<file path="src/rtl/matrix_result_streamer.sv">
// matrix_result_streamer
//   Captures the packed A_param x C_param result bus of the matrix multiplier
//   on a load strobe, then streams the elements out in row-major order, one
//   per valid/ready transfer, tagged with their row/column indices.
//
// Ports:
//   clk       - single clock, rising-edge active
//   rst       - asynchronous active-high reset
//   load      - capture request, honoured only while idle
//   Result    - packed matrix, element (r,c) at [r*C_param*8 + c*8 +: 8]
//   busy      - high from the cycle after an accepted load to the final transfer
//   out_valid - element present on out_data/out_row/out_col
//   out_ready - consumer accepts the element at a rising edge with out_valid
//   out_data  - current element value
//   out_row   - row index of the current element (zero-extended)
//   out_col   - column index of the current element (zero-extended)
//   out_last  - current element is (A_param-1, C_param-1)
//   done      - one-cycle pulse after the final transfer
module matrix_result_streamer #(
  parameter int A_param = 3,
  parameter int C_param = 8
) (
  input  logic                         clk,
  input  logic                         rst,
  input  logic                         load,
  input  logic [A_param*C_param*8-1:0] Result,
  output logic                         busy,
  output logic                         out_valid,
  input  logic                         out_ready,
  output logic [7:0]                   out_data,
  output logic [7:0]                   out_row,
  output logic [7:0]                   out_col,
  output logic                         out_last,
  output logic                         done
);

  localparam int N  = A_param * C_param;
  localparam int IW = (N > 1) ? $clog2(N) : 1;
  localparam logic [7:0] LAST_ROW = 8'(A_param - 1);
  localparam logic [7:0] LAST_COL = 8'(C_param - 1);
  localparam bit SINGLE_ELEM = (N == 1);

  typedef enum logic {
    IDLE = 1'b0,
    SEND = 1'b1
  } state_t;

  state_t           state_r;
  logic [N*8-1:0]   buf_r;
  // Row-major order means the flat element index simply counts up, so the
  // buffer is addressed by idx_r while row/col are tracked alongside it.
  logic [IW-1:0]    idx_r;
  logic [7:0]       row_r;
  logic [7:0]       col_r;
  logic [7:0]       data_r;
  logic             valid_r;
  logic             busy_r;
  logic             last_r;
  logic             done_r;

  logic [IW-1:0]    next_idx_s;
  logic [7:0]       next_row_s;
  logic [7:0]       next_col_s;
  logic             next_last_s;
  logic [7:0]       next_data_s;

  // Position and contents of the element that follows the one presented now.
  always_comb begin
    next_idx_s = idx_r + IW'(1'b1);
    if (col_r == LAST_COL) begin
      next_col_s = 8'd0;
      next_row_s = row_r + 8'd1;
    end else begin
      next_col_s = col_r + 8'd1;
      next_row_s = row_r;
    end
    next_last_s = (next_row_s == LAST_ROW) && (next_col_s == LAST_COL);
    next_data_s = buf_r[{next_idx_s, 3'b000} +: 8];
  end

  // Capture/stream state machine; every output comes straight from a register.
  always_ff @(posedge clk or posedge rst) begin
    if (rst) begin
      state_r <= IDLE;
      buf_r   <= {(N*8){1'b0}};
      idx_r   <= {IW{1'b0}};
      row_r   <= 8'd0;
      col_r   <= 8'd0;
      data_r  <= 8'd0;
      valid_r <= 1'b0;
      busy_r  <= 1'b0;
      last_r  <= 1'b0;
      done_r  <= 1'b0;
    end else begin
      done_r <= 1'b0;
      case (state_r)
        IDLE: begin
          if (load) begin
            buf_r   <= Result;
            idx_r   <= {IW{1'b0}};
            row_r   <= 8'd0;
            col_r   <= 8'd0;
            data_r  <= Result[7:0];
            last_r  <= SINGLE_ELEM;
            valid_r <= 1'b1;
            busy_r  <= 1'b1;
            state_r <= SEND;
          end else begin
            valid_r <= 1'b0;
            busy_r  <= 1'b0;
          end
        end
        SEND: begin
          // load is deliberately ignored here: no queueing, no restart.
          if (out_ready) begin
            if (last_r) begin
              valid_r <= 1'b0;
              busy_r  <= 1'b0;
              last_r  <= 1'b0;
              done_r  <= 1'b1;
              state_r <= IDLE;
            end else begin
              idx_r  <= next_idx_s;
              row_r  <= next_row_s;
              col_r  <= next_col_s;
              data_r <= next_data_s;
              last_r <= next_last_s;
            end
          end else begin
            // Stalled consumer: everything presented stays put.
            valid_r <= 1'b1;
          end
        end
        default: begin
          state_r <= IDLE;
          valid_r <= 1'b0;
          busy_r  <= 1'b0;
          last_r  <= 1'b0;
        end
      endcase
    end
  end

  assign busy      = busy_r;
  assign out_valid = valid_r;
  assign out_data  = data_r;
  assign out_row   = row_r;
  assign out_col   = col_r;
  assign out_last  = last_r;
  assign done      = done_r;

endmodule

</file>
<file path="config.mk">
export PLATFORM = sky130hd
export DESIGN_NAME = matrix_result_streamer
export DESIGN_NICKNAME = d
export VERILOG_FILES = /design/src/rtl/matrix_result_streamer.sv
export SDC_FILE = /design/constraint.sdc
export NUM_CORES = 1
export LEC_CHECK = 0
export CAP_MARGIN = 10
export CORE_MARGIN = 1.5
export CORE_UTILIZATION = 34
export CTS_CLUSTER_DIAMETER = 150
export DETAILED_ROUTE_END_ITERATION = 8
export SLEW_MARGIN = 20
export SYNTH_ARGS = -nofsm -noshare
export SYNTH_HDL_FRONTEND = slang
export SYNTH_SLANG_ARGS = --single-unit
</file>
<file path="constraint.sdc">
create_clock -name clk -period 9.92 [get_ports clk]
set_clock_uncertainty 0.2 [all_clocks]
set_input_delay 1.488 -clock clk [delete_from_list [all_inputs] [get_ports clk]]
set_output_delay 1.488 -clock clk [all_outputs]
set_load 0.005 [all_outputs]
</file>
### Yosys cells after proc, flatten, opt, wreduce, memory -nomap -nowiden

Index checks and enable logic that the tools add are counted.

* shifts and indexed selects: 1
* $mul: 0
* multiplexer cells: 33
* equality and inequality tests: 8
* bitwise gates (word level): 1
* reductions and logical operators: 5
* $lt $le $gt $ge: 0
* div/mod/pow operators: 0
* add/sub/neg operators: 3

Operator list (number)
* variable part select 192 x 9 -> 8 bit: 1
* 2-to-1 mux 8 bit: 10
* one-hot mux 8 bit (2 select lines): 3
* adder 8 x 1 -> 8 bit, second input constant: 2
* == test 8 x 3 -> 1 bit, second input constant: 2
* 2-to-1 mux 5 bit: 3
* 2-to-1 mux 1 bit: 12
* one-hot mux 5 bit (2 select lines): 1
* == test 8 x 2 -> 1 bit, second input constant: 1
* one-hot mux 1 bit (2 select lines): 4
* != test 2 bit, second input constant: 3
* AND reduction 2 bit: 3
* adder 5 x 1 -> 5 bit, second input constant: 1
* != test 3 x 2 -> 1 bit, second input constant: 1
* AND reduction 3 bit: 1
* != test 2 x 1 -> 1 bit, second input constant: 1
* logical AND 1 bit: 1
* NOT 1 bit: 1

* latch bits: 0
* logic and storage cells: 61
* output and inout port bits: 28
* memories kept: 0
* input bits: 196
* bits in read-only memories: 0
* memory bits (writable): 0
* register bits after elaboration: 226

### Depth between registers and ports, before layout

* word-level depth: 7
* gate-level depth with buffers: 9
* mapped depth without buffers: 6

### Worst setup path after synthesis

No wires, ideal clock.

* path kind: input to register
* from: input port load
* to: register buf_r[100]
* cell stages on the path: 6
* data required time: 9655 ps
* setup time: 65 ps
* path slack: 7229 ps
* arrival: 2426 ps
* buffers on the path: 3
* path through: nand2b_1 > clkbuf_1 > clkbuf_1 > clkbuf_1 > nand2_1 > nand2_1

* longest elaborated chain between the ends: 1

RTL lines
* from (decl): line 25 `input logic load,`
* AND reduction 2 bit (no line)
* to (signal assigned): line 85 `buf_r <= {(N*8){1'b0}};`
* to (signal assigned): line 99 `buf_r <= Result;`
* to (decl): line 49 `logic [N*8-1:0] buf_r;`

Every way passes these cells.
A chain may end at the register's enable or synchronous reset.

### Final worst setup path

* from: input port load
* to: register buf_r[165]

The elaborated chain is that of the path after synthesis.

==> results.sh <==
export IMPL_numCtsBuffers=27
export IMPL_synth_area_mm2=0.0109
export IMPL_die_y_um=182
export IMPL_drcViolationCount=0
export IMPL_crit_path_top_delay_cell="buf_4"
export IMPL_p_seq_share_pct=39.6
export IMPL_max_cap_viol_count=0
export IMPL_power_frac_comb_pct=27.4
export IMPL_synthArstFlopShare_pct=100
export IMPL_cts_reportedPaths_clkPinSlew_ns=0.06
export IMPL_rsz0062_at_grt="false"
export IMPL_synth_edf_count=0
export IMPL_tns_ns=0
export IMPL_drt_pass1_iterations=5
export IMPL_initial_core_util_pct=34.5
export IMPL_grt_pass1_wl_mm=50.7
export IMPL_seqCellArea_mm2=0.00566
export IMPL_cts_sinks=226
export IMPL_yosys_register_bits=226
export IMPL_num_vias=9130
export IMPL_rr_worst_depth=6
export IMPL_antenna_left=0
export IMPL_grt_max_degree=103
export IMPL_power_internal_mw=1.96
export IMPL_finalWirelength_mm=31.8
export IMPL_ir_worst_vdd_mv=0.131
export IMPL_rows=65
export IMPL_port_buffers=223
export IMPL_netSwitchingFraction_pct=32.0
export IMPL_area_growth_pct=30.5
export IMPL_hold_depth=2
export IMPL_postCtsSetupRepairBufs=0
export IMPL_crit_path_start_kind="primary input"
export IMPL_period_share_pct=39.4
export IMPL_cts_hold_buf=0
export IMPL_layout_setup_ws_ns=6.01
export IMPL_relSlewSlack_pct=28.7
export IMPL_drive_gt1_share_pct=4.44
export IMPL_crit_chain="clkdlybuf4s50_1, nor2b_4, buf_4, buf_4, nand2_1, nand2_1"
export IMPL_crit_path_end_kind="flip-flop"
export IMPL_status="finished, final reports clean"
export IMPL_p_per_area_mw_per_mm2=203
export IMPL_post_place_ws_ns=5.43
export IMPL_holdWs_ns=0.265
export IMPL_syn_nets=1444
export IMPL_hp_class="reg2reg"
export IMPL_final_max_slew_viol_count=0
export IMPL_clockPowerShare_pct=33.0
export IMPL_synth_distinct_cells=53
export IMPL_multi_input_area_mm2=0.00480
export IMPL_die_area_mm2=0.0330
export IMPL_critPathKind="in2reg"
export IMPL_avgSynthCellArea_um2=8.73
export IMPL_required_ns=10.19
export IMPL_clock_latency_ns=0.53
export IMPL_postSynthCellCount=1244
export IMPL_leakagePower_nw=6.79
export IMPL_core_area_mm2=0.0315
export IMPL_fill_cells=3042
export IMPL_via_per_inst=4.95
export IMPL_finalSetupViolCount=0
export IMPL_place_congestion=0.828
export IMPL_placed_area_mm2=0.0133
export IMPL_overflow=0
export IMPL_hpwl_mm=21.6
export IMPL_fmax_ghz=0.256
export IMPL_num_io_pins=224
export IMPL_crit_fanout=99
export IMPL_first_global_vias=9141
export IMPL_ys_warn_count=0
export IMPL_fin_nets=1623
export IMPL_antenna_found_initial=2
export IMPL_grt_usage_pct=19.4
export IMPL_cts_root_buf="clkbuf_16"
export IMPL_synthFlopType="dfrtp_1"
export IMPL_crit_path_max_incr_delay_ns=0.90
export IMPL_routedWlPerCell_um=17.2
export IMPL_period_minus_slack_ns=3.91
export IMPL_clockBufferDepth=3
export IMPL_hold_viol=0
export IMPL_drt_iter0_markers=778
export IMPL_fin_area_mm2=0.0142
export IMPL_p_switching_mw=0.922
export IMPL_cts_resized=0
export IMPL_die_w_um=182
export IMPL_htreeDepth=1
export IMPL_yosysSeqAreaShare_pct=52.1
export IMPL_tightest_slew_ns=1.07
export IMPL_cts_tree="done"
export IMPL_crit_arrival_ns=4.18
[path summary, 6_finish.rpt]
| check | slack [ns] | start | to |
|---|---|---|---|
| hold reg to reg | 0.27 | buf_r[139]$_DFFE_PP0P_ | buf_r[139]$_DFFE_PP0P_ |
| min in group asynchronous | 1.20 | rst | buf_r[99]$_DFFE_PP0P_ |
| setup reg to reg | 6.16 | idx_r[0]$_DFFE_PP0P_ | out_data[1]$_DFFE_PP0P_ |
| setup / recovery | 6.01 | load | buf_r[165]$_DFFE_PP0P_ |
| hold / removal | 0.27 | buf_r[139]$_DFFE_PP0P_ | buf_r[139]$_DFFE_PP0P_ |
| max in group asynchronous | 7.20 | rst | buf_r[18]$_DFFE_PP0P_ |
[layout make-up]
type                            instances  share of cell area [%]
Clock buffer                           44                    5.85
Clock inverter                          5                   0.203
Inverter                                6                   0.212
Timing Repair Buffer                  234                    16.4
Antenna cell                            1                  0.0176
Sequential cell                       226                    39.9
Multi-Input combinational cell        928                    33.9
Tap cell                              402                    3.55
[logic make-up (layout without fill, tap and decap cells)]
logic type / count (synthesis) / in the layout / share of synthesized area (%)
AOI/OAI and AO/OA: 132 / 132 / 8.34
xor gates and xnor gates: 12 / 12 / 1.21
adders and majority gates: 4 / 4 / 0.461
buffers and inverters: 90 / 289 / 3.90
DFF: 226 / 226 / 52.1
muxes: 81 / 81 / 7.46
other: 0 / 1 / 0
and+or+nand+nor: 699 / 699 / 26.6
[cells in the mapped netlist (all sizes together), types with 10 or more instances]
| cell | instances | share of area, % |
|---|---|---|
| a2111oi | 16 | 1.3 |
| a21oi | 13 | 0.60 |
| a22oi | 32 | 2.2 |
| and3 | 20 | 1.2 |
| buf | 24 | 1.5 |
| clkbuf | 60 | 2.2 |
| dfrtp | 226 | 52 |
| mux2i | 81 | 7.5 |
| nand2 | 593 | 20 |
| nand3 | 14 | 0.65 |
| nor2 | 14 | 0.55 |
| nor2b | 18 | 1.0 |
| o21ai | 37 | 1.7 |
| or3 | 10 | 0.62 |
[placed cells by master, fill, tap and decap left out, types with 3 or more instances in the layout]
| cell | instances |
|---|---|
| xor2_1 | 6 |
| nand2_1 | 593 |
| nor2_1 | 13 |
| mux2i_1 | 81 |
| clkbuf_16 | 27 |
| and3_1 | 20 |
| a22oi_1 | 32 |
| o21ai_0 | 35 |
| a31oi_1 | 9 |
| a21oi_1 | 13 |
| o31ai_1 | 3 |
| a32oi_1 | 8 |
| nand4_1 | 4 |
| dfrtp_1 | 225 |
| clkdlybuf4s50_1 | 223 |
| xnor2_1 | 4 |
| buf_4 | 9 |
| nor4_1 | 8 |
| ha_1 | 4 |
| and2_1 | 4 |
| or3_1 | 9 |
| inv_1 | 5 |
| a2111oi_0 | 16 |
| nor2b_1 | 17 |
| clkbuf_8 | 9 |
| clkbuf_1 | 8 |
| clkinv_2 | 4 |
| nand3_1 | 14 |
| nor3_1 | 4 |
| a32o_1 | 3 |
[registers in the layout, indices dropped and copies added, names as in the netlist]
register / count
state_r: 1
out_last: 1
out_data: 8
out_valid: 1
busy: 1
buf_r: 192
out_row: 8
idx_r: 5
done: 1
out_col: 8
[critical path, delay by kind of cell]
family | cells | cell delay [ns]
and+or+nand+nor | 3 | 0.41
buffers and inverters | 3 | 2.14
[metrics by stage]
step | std cells | utilization, % | power (mW)
floorplan | 1244 | - | 1.62
global placement | 1796 | 42.3 | 1.93
detailed placement | 1796 | 42.3 | 1.94
CTS | 1845 | 45.0 | 2.90
global route | 1846 | 45.0 | 3.03
finish | 1846 | 45.0 | 2.88
[routing by layer]
layer,GRT usage (%),wire length (um),vias up
met1,27.3,14500,4389
met3,2.87,1670,40
li1,-,-,4470
met5,0,0,-
met2,31.7,15100,231
met4,4.23,553,0
[power groups by stage]
stage	Combinational (mW)	Clock, mW	Sequential, mW
6_report	0.788	0.951	1.14
3_3_place_gp	0.783	0	1.15
3_5_place_dp	0.787	0	1.16
5_1_grt	0.861	1.01	1.16
4_1_cts	0.791	0.973	1.14
2_1_floorplan	0.498	0	1.12
No activity file was read; power rests on OpenSTA's default activity.
